<file path="src/rtl/axi4l_arbiter2.sv">
// Two-requester AXI4-Lite arbiter in front of a single shared AXI4-Lite slave.
// Exactly one transaction is in flight at a time: an IDLE cycle picks a master
// (round-robin or fixed priority) and a direction. The request channels are then
// passed through combinationally to the slave, and the response is routed back
// to the granted master only.
module axi4l_arbiter2 #(
    parameter bit rr       = 1'b1,  // 1: round-robin, 0: m0 always wins
    parameter bit wr_first = 1'b1,  // same master with write+read pending: 1 = write first
    parameter int ADDR_W   = 32
) (
    input  logic              aclk,
    input  logic              areset,
    // requester 0
    input  logic              m0_awvalid,
    output logic              m0_awready,
    input  logic [ADDR_W-1:0] m0_awaddr,
    input  logic              m0_wvalid,
    output logic              m0_wready,
    input  logic [31:0]       m0_wdata,
    input  logic [3:0]        m0_wstrb,
    output logic              m0_bvalid,
    input  logic              m0_bready,
    output logic [1:0]        m0_bresp,
    input  logic              m0_arvalid,
    output logic              m0_arready,
    input  logic [ADDR_W-1:0] m0_araddr,
    output logic              m0_rvalid,
    input  logic              m0_rready,
    output logic [31:0]       m0_rdata,
    output logic [1:0]        m0_rresp,
    // requester 1
    input  logic              m1_awvalid,
    output logic              m1_awready,
    input  logic [ADDR_W-1:0] m1_awaddr,
    input  logic              m1_wvalid,
    output logic              m1_wready,
    input  logic [31:0]       m1_wdata,
    input  logic [3:0]        m1_wstrb,
    output logic              m1_bvalid,
    input  logic              m1_bready,
    output logic [1:0]        m1_bresp,
    input  logic              m1_arvalid,
    output logic              m1_arready,
    input  logic [ADDR_W-1:0] m1_araddr,
    output logic              m1_rvalid,
    input  logic              m1_rready,
    output logic [31:0]       m1_rdata,
    output logic [1:0]        m1_rresp,
    // shared slave
    output logic              s_awvalid,
    input  logic              s_awready,
    output logic [ADDR_W-1:0] s_awaddr,
    output logic              s_wvalid,
    input  logic              s_wready,
    output logic [31:0]       s_wdata,
    output logic [3:0]        s_wstrb,
    input  logic              s_bvalid,
    output logic              s_bready,
    input  logic [1:0]        s_bresp,
    output logic              s_arvalid,
    input  logic              s_arready,
    output logic [ADDR_W-1:0] s_araddr,
    input  logic              s_rvalid,
    output logic              s_rready,
    input  logic [31:0]       s_rdata,
    input  logic [1:0]        s_rresp
);

    typedef enum logic [2:0] {
        IDLE  = 3'd0,
        WREQ  = 3'd1,
        WRESP = 3'd2,
        RREQ  = 3'd3,
        RRESP = 3'd4
    } state_t;

    state_t state_reg, state_next;
    logic   gnt_reg, gnt_next;          // currently granted master
    logic   last_reg, last_next;        // master that completed the last transaction
    logic   aw_done_reg, aw_done_next;  // AW already accepted by the slave in this write
    logic   w_done_reg, w_done_next;    // W already accepted by the slave in this write

    // Requester inputs gathered into index-by-master form
    logic [1:0]        m_awvalid, m_wvalid, m_arvalid, m_bready, m_rready;
    logic [ADDR_W-1:0] m_awaddr [2];
    logic [ADDR_W-1:0] m_araddr [2];
    logic [31:0]       m_wdata  [2];
    logic [3:0]        m_wstrb  [2];

    // Requester outputs in index-by-master form
    logic [1:0]        m_awready, m_wready, m_bvalid, m_arready, m_rvalid;
    logic [1:0]        m_bresp  [2];
    logic [31:0]       m_rdata  [2];
    logic [1:0]        m_rresp  [2];

    assign m_awvalid   = {m1_awvalid, m0_awvalid};
    assign m_wvalid    = {m1_wvalid,  m0_wvalid};
    assign m_arvalid   = {m1_arvalid, m0_arvalid};
    assign m_bready    = {m1_bready,  m0_bready};
    assign m_rready    = {m1_rready,  m0_rready};
    assign m_awaddr[0] = m0_awaddr;
    assign m_awaddr[1] = m1_awaddr;
    assign m_araddr[0] = m0_araddr;
    assign m_araddr[1] = m1_araddr;
    assign m_wdata[0]  = m0_wdata;
    assign m_wdata[1]  = m1_wdata;
    assign m_wstrb[0]  = m0_wstrb;
    assign m_wstrb[1]  = m1_wstrb;

    assign m0_awready = m_awready[0];
    assign m1_awready = m_awready[1];
    assign m0_wready  = m_wready[0];
    assign m1_wready  = m_wready[1];
    assign m0_bvalid  = m_bvalid[0];
    assign m1_bvalid  = m_bvalid[1];
    assign m0_arready = m_arready[0];
    assign m1_arready = m_arready[1];
    assign m0_rvalid  = m_rvalid[0];
    assign m1_rvalid  = m_rvalid[1];
    assign m0_bresp   = m_bresp[0];
    assign m1_bresp   = m_bresp[1];
    assign m0_rdata   = m_rdata[0];
    assign m1_rdata   = m_rdata[1];
    assign m0_rresp   = m_rresp[0];
    assign m1_rresp   = m_rresp[1];

    logic st_wreq, st_wresp, st_rreq, st_rresp;
    assign st_wreq  = (state_reg == WREQ);
    assign st_wresp = (state_reg == WRESP);
    assign st_rreq  = (state_reg == RREQ);
    assign st_rresp = (state_reg == RRESP);

    // Slave-side request/response-ready, taken from the granted master only
    assign s_awvalid = st_wreq && m_awvalid[gnt_reg] && !aw_done_reg;
    assign s_wvalid  = st_wreq && m_wvalid[gnt_reg] && !w_done_reg;
    assign s_awaddr  = st_wreq ? m_awaddr[gnt_reg] : '0;
    assign s_wdata   = st_wreq ? m_wdata[gnt_reg]  : '0;
    assign s_wstrb   = st_wreq ? m_wstrb[gnt_reg]  : '0;
    assign s_bready  = st_wresp && m_bready[gnt_reg];
    assign s_arvalid = st_rreq && m_arvalid[gnt_reg];
    assign s_araddr  = st_rreq ? m_araddr[gnt_reg] : '0;
    assign s_rready  = st_rresp && m_rready[gnt_reg];

    // Requester-side readies and responses; everything is zero unless granted and in the matching state
    genvar gi;
    generate
        for (gi = 0; gi < 2; gi++) begin : g_master
            logic sel;
            assign sel           = (gnt_reg == 1'(gi));
            assign m_awready[gi] = sel && st_wreq && s_awready && !aw_done_reg;
            assign m_wready[gi]  = sel && st_wreq && s_wready && !w_done_reg;
            assign m_bvalid[gi]  = sel && st_wresp && s_bvalid;
            assign m_bresp[gi]   = (sel && st_wresp) ? s_bresp : '0;
            assign m_arready[gi] = sel && st_rreq && s_arready;
            assign m_rvalid[gi]  = sel && st_rresp && s_rvalid;
            assign m_rdata[gi]   = (sel && st_rresp) ? s_rdata : '0;
            assign m_rresp[gi]   = (sel && st_rresp) ? s_rresp : '0;
        end
    endgenerate

    // Arbitration inputs: a write needs both AW and W valid, a read only AR
    logic [1:0] req_w, req_r, req;
    logic       pref, pick, go_write;
    assign req_w    = m_awvalid & m_wvalid;
    assign req_r    = m_arvalid;
    assign req      = req_w | req_r;
    assign pref     = rr ? ~last_reg : 1'b0;
    assign pick     = req[pref] ? pref : ~pref;
    assign go_write = req_w[pick] && (!req_r[pick] || wr_first);

    logic aw_hs, w_hs, b_hs, ar_hs, r_hs;
    assign aw_hs = s_awvalid && s_awready;
    assign w_hs  = s_wvalid && s_wready;
    assign b_hs  = s_bvalid && s_bready;
    assign ar_hs = s_arvalid && s_arready;
    assign r_hs  = s_rvalid && s_rready;

    // Next-state logic: arbitrate in IDLE, then track handshakes of the granted transaction
    always_comb begin
        state_next   = state_reg;
        gnt_next     = gnt_reg;
        last_next    = last_reg;
        aw_done_next = aw_done_reg;
        w_done_next  = w_done_reg;
        case (state_reg)
            IDLE: begin
                if (req != 2'b00) begin
                    gnt_next   = pick;
                    state_next = go_write ? WREQ : RREQ;
                end
            end
            WREQ: begin
                // AW and W may complete in either order or in the same cycle
                if ((aw_done_reg || aw_hs) && (w_done_reg || w_hs)) begin
                    state_next   = WRESP;
                    aw_done_next = 1'b0;
                    w_done_next  = 1'b0;
                end else begin
                    aw_done_next = aw_done_reg || aw_hs;
                    w_done_next  = w_done_reg || w_hs;
                end
            end
            WRESP: begin
                if (b_hs) begin
                    last_next  = gnt_reg;
                    state_next = IDLE;
                end
            end
            RREQ: begin
                if (ar_hs) begin
                    state_next = RRESP;
                end
            end
            RRESP: begin
                if (r_hs) begin
                    last_next  = gnt_reg;
                    state_next = IDLE;
                end
            end
            default: begin
                state_next = IDLE;
            end
        endcase
    end

    // State registers; last starts at 1 so that m0 has priority after reset
    always_ff @(posedge aclk or posedge areset) begin
        if (areset) begin
            state_reg   <= IDLE;
            gnt_reg     <= 1'b0;
            last_reg    <= 1'b1;
            aw_done_reg <= 1'b0;
            w_done_reg  <= 1'b0;
        end else begin
            state_reg   <= state_next;
            gnt_reg     <= gnt_next;
            last_reg    <= last_next;
            aw_done_reg <= aw_done_next;
            w_done_reg  <= w_done_next;
        end
    end

endmodule

</file>
<file path="config.mk">
export PLATFORM = sky130hd
export DESIGN_NAME = axi4l_arbiter2
export DESIGN_NICKNAME = d
export VERILOG_FILES = /design/src/rtl/axi4l_arbiter2.sv
export SDC_FILE = /design/constraint.sdc
export NUM_CORES = 1
export LEC_CHECK = 0
export CAP_MARGIN = 0
export CORE_AREA = 2 2 169 171
export CTS_CLUSTER_SIZE = 20
export DETAILED_ROUTE_END_ITERATION = 10
export DIE_AREA = 0 0 171 173
export GPL_TIMING_DRIVEN = 0
export PLACE_DENSITY = 0.44
export SYNTH_ARGS = -nofsm -noshare
export SYNTH_HDL_FRONTEND = slang
export SYNTH_SLANG_ARGS = --single-unit
</file>
<file path="constraint.sdc">
create_clock -name aclk -period 2.3 [get_ports aclk]
set_clock_uncertainty 0.2 [all_clocks]
set_input_delay 0.575 -clock aclk [delete_from_list [all_inputs] [get_ports aclk]]
set_output_delay 0.575 -clock aclk [all_outputs]
set_load 0.1 [all_outputs]
</file>
==> results.md <==
* Post-synth EDFFs at 0
* Detailed-route DRC error count at 0
* Mapped Cells at approximately 380
* Largest register FFs at 3
* Commonest cells in the synthesized netlist: nor2_1 (115), mux2i_1 (102), and2_1 (72)
* Slew headroom at 0.697
* Max Slew Vio Count at 0
* Vias per inst at ~3.7
* Clock share of power at 0.021
* Via Count at about 4600
* Die W at 171 um
* Setup crit start kind: register
* Routed len/inst at 17.5 um
* Worst-Skew Late Latency at about 0.23 ns
* Max Buffers Root-to-Sink at 2
* First-pass GRT wire length at ~30000 um
* Worst Max-Slew Pin Slew at 0.455 ns
* Leakage power at roughly 4.5 nW
* Synth Flop Type: dfrtp_1
* YS warnings at 0
* Crit Path Category: register to primary output
* Area delta synth->final at 333%
* Cell-internal power at 5.74 mW
* Sw frac at 0.603
* Num rows at 61
* # setup viols final at roughly 190
* CTS tree: built
* Chip height at roughly 170 um
* Combinational power share at 0.961
* Worst setup margin at -0.386 ns
* HPWL after detailed placement at ~18000 um
* Unrepaired setup endpoints after global routing: yes
* Clock slew at reported path FFs at 0.04 ns
* MaxCap Viol Count at 0
* Mean post-synth cell area at 6.90 sq um
* Crit end category: primary output
* Critical path required time at ~1.5 ns
* Total Routing Usage GR at 0.134
* Cell chain of the critical path: or3b_4, nor2_4, buf_12, buf_6, buf_6, and2_4, buf_12
* Clk root buf: clkbuf_16
* PD cells at 1270 nW/um^2
* Slowest-stage cell, CP: or3b_4
* Arrival time worst endpoint at about 1.9 ns
* Final ANT Viol Nets at 0
* Share of the synthesized area in the top cell type at 0.387
* Fmax at approximately 0.37 GHz
* Syn nets at ~640
* Synth unique cells at 37
* Status: finished, violations left
* Post-route clock period utilization at 1.17
* Effective utilization at floorplan at 0.0954
* Failing checks: setup timing
* I/O Buffers at 439
* Post-synth ARST share at 1.00
* Initial antenna violation count at 2
* Cell Area, Synth at about 2600 sq um
* Core area at ~28000 sq um
* CTS H-tree depth at 1
* Top post-synthesis cells by area: mux2i_1 (39%), and2_1 (17%), nor2_1 (16%)
* Fraction of layout cells with a size suffix above 1 at 0.576
* DRT iter0 DRCs at 57
* Net Switching at 8.72 mW
* Pin count of the biggest net entering global routing at 11
* Vias in the first global route at slightly below 5000
* Placed cell area at about 8600 sq um
* Leading area contributor after synthesis: mux2i_1
* Most frequent cell after synthesis: nor2_1
* Fill count at approximately 2700
* Routed Wire Length at between 20000 and 25000 um
* Post-layout net count at around 1100
* TritonCTS buffer count at 3
* Die area at approximately 30000 sq um
* First-pass DRT Iterations at 4
* Sequential area share after synthesis at 0.0669
* Global route overflow at 0
* Clock Sinks at 7
* Register share of total power at 0.018
* Final Hold Vio Count at 0
* GP Congestion at between 0.7 and 0.8
* Worst stage delay on the critical path at approximately 0.45 ns
* I/O pin count at between 400 and 500
* Total power at about 14 mW
* Hold Path Class: register to register
* Crit path time final at 2.69 ns
* Worst VDD drop at slightly above 0.8 mV
* Yosys reg bits at 7
* Final Instance Area at 11400 sq um
* CP max FO at 5
## per-layer routing
| metal | track usage | share of wire | vias to the layer above |
|---|---|---|---|
| met1 | 0.124 | 0.32 | 2111 |
| met3 | 0.0417 | 0.094 | 8 |
| met4 | 0.0138 | 0.0089 | 0 |
| met5 | 0 | 0 | - |
| met2 | 0.286 | 0.58 | 263 |
| li1 | - | - | 2234 |
## worst max-delay path, delay by kind of cell, from the launching register on
kind	cells	cell delay [ns]
flops	1	0.42
buf+inv	4	0.48
simple gates	3	0.77
## path summary, 6_finish.rpt
kind | from | end | slack [ns] | depth (start not counted)
worst min register to register | w_done_reg | w_done_reg | 0.38 | 1
worst max-delay path | state_reg[0] | m0_rdata[24] | -0.39 | 7
min in group asynchronous | areset | state_reg[2] | 0.39 | 2
worst min-delay path | w_done_reg | w_done_reg | 0.38 | 1
max in group asynchronous | areset | last_reg | 1.24 | 2
worst max register to register | state_reg[0] | state_reg[1] | 0.34 | 7
## per-stage QoR
stage / setup TNS (ns) / instances / hold slack, ns / setup WS (ns) / util
floorplan: -15.75 / 382 / 0.178 / -0.388 / -
global placement: -196.36 / 1199 / 0.318 / -1.24 / 0.311
detailed placement: -194.75 / 1199 / 0.322 / -1.23 / 0.311
CTS: -56.61 / 1224 / 0.348 / -0.410 / 0.376
global route: -60.09 / 1237 / 0.405 / -0.444 / 0.413
finish: -49.08 / 1239 / 0.379 / -0.386 / 0.413
## layout make-up
class / instances / area [sq um] / area share
antenna: 2 / 5.00 / 0.000439
buffer: 29 / 482 / 0.0422
clock buffer: 4 / 78.8 / 0.00691
inverter: 3 / 15.0 / 0.00132
multi-input combinational: 341 / 3530 / 0.309
sequential: 7 / 179 / 0.0157
tap: 378 / 473 / 0.0415
timing repair buffer: 475 / 6650 / 0.583
## layout by cell type, fill, tap and decap left out, types with 2 or more instances in the layout
cell type / synthesis / routed
clkdlybuf4s50_1: 0 / 248
buf_12: 0 / 199
nor2_4: 3 / 113
mux2i_1: 102 / 69
and2_4: 0 / 68
buf_4: 1 / 28
mux2i_2: 1 / 23
mux2i_4: 0 / 11
buf_6: 3 / 10
clkbuf_16: 0 / 9
nand2_1: 11 / 8
nor2_1: 115 / 5
and3_2: 0 / 5
a21oi_1: 4 / 4
buf_8: 1 / 4
and2_2: 0 / 4
dfrtp_1: 6 / 4
nor2b_1: 3 / 3
nand2_4: 0 / 3
dlymetal6s2s_1: 0 / 3
diode_2: 0 / 2
nand2b_1: 2 / 2
inv_1: 3 / 2
or3b_4: 1 / 2
mux2_4: 1 / 2
nand3_1: 2 / 2
a21o_1: 2 / 2
o22a_1: 2 / 2
clkbuf_4: 0 / 2
buf_16: 0 / 2
dfrtp_2: 0 / 2
## logic make-up after synthesis
family | Yosys count | synth area share
simple gates | 219 | 0.408
mux | 106 | 0.407
buf+inv | 34 | 0.0731
flops | 7 | 0.0669
compound gates | 16 | 0.0456
## power groups by stage
stage | Sequential [mW] | Combinational [mW] | Clock, mW
final | 0.257 | 13.9 | 0.301
after global routing | 0.267 | 14.4 | 0.314
after CTS | 0.248 | 12.6 | 0.308
after detailed placement | 0.259 | 11.0 | 0
after global placement | 0.260 | 11.1 | 0
after floorplan | 0.239 | 8.64 | 0
## what timing repair did
action,in CTS,in global routing
cloned,3,3
setup endpoints to repair,187,187
gates resized for setup,1592,214
pin swaps,22,18
hold endpoints to repair,0,0
hold buffers,0,0
buffers inserted,18,12
(Power assumes the default switching activity.)
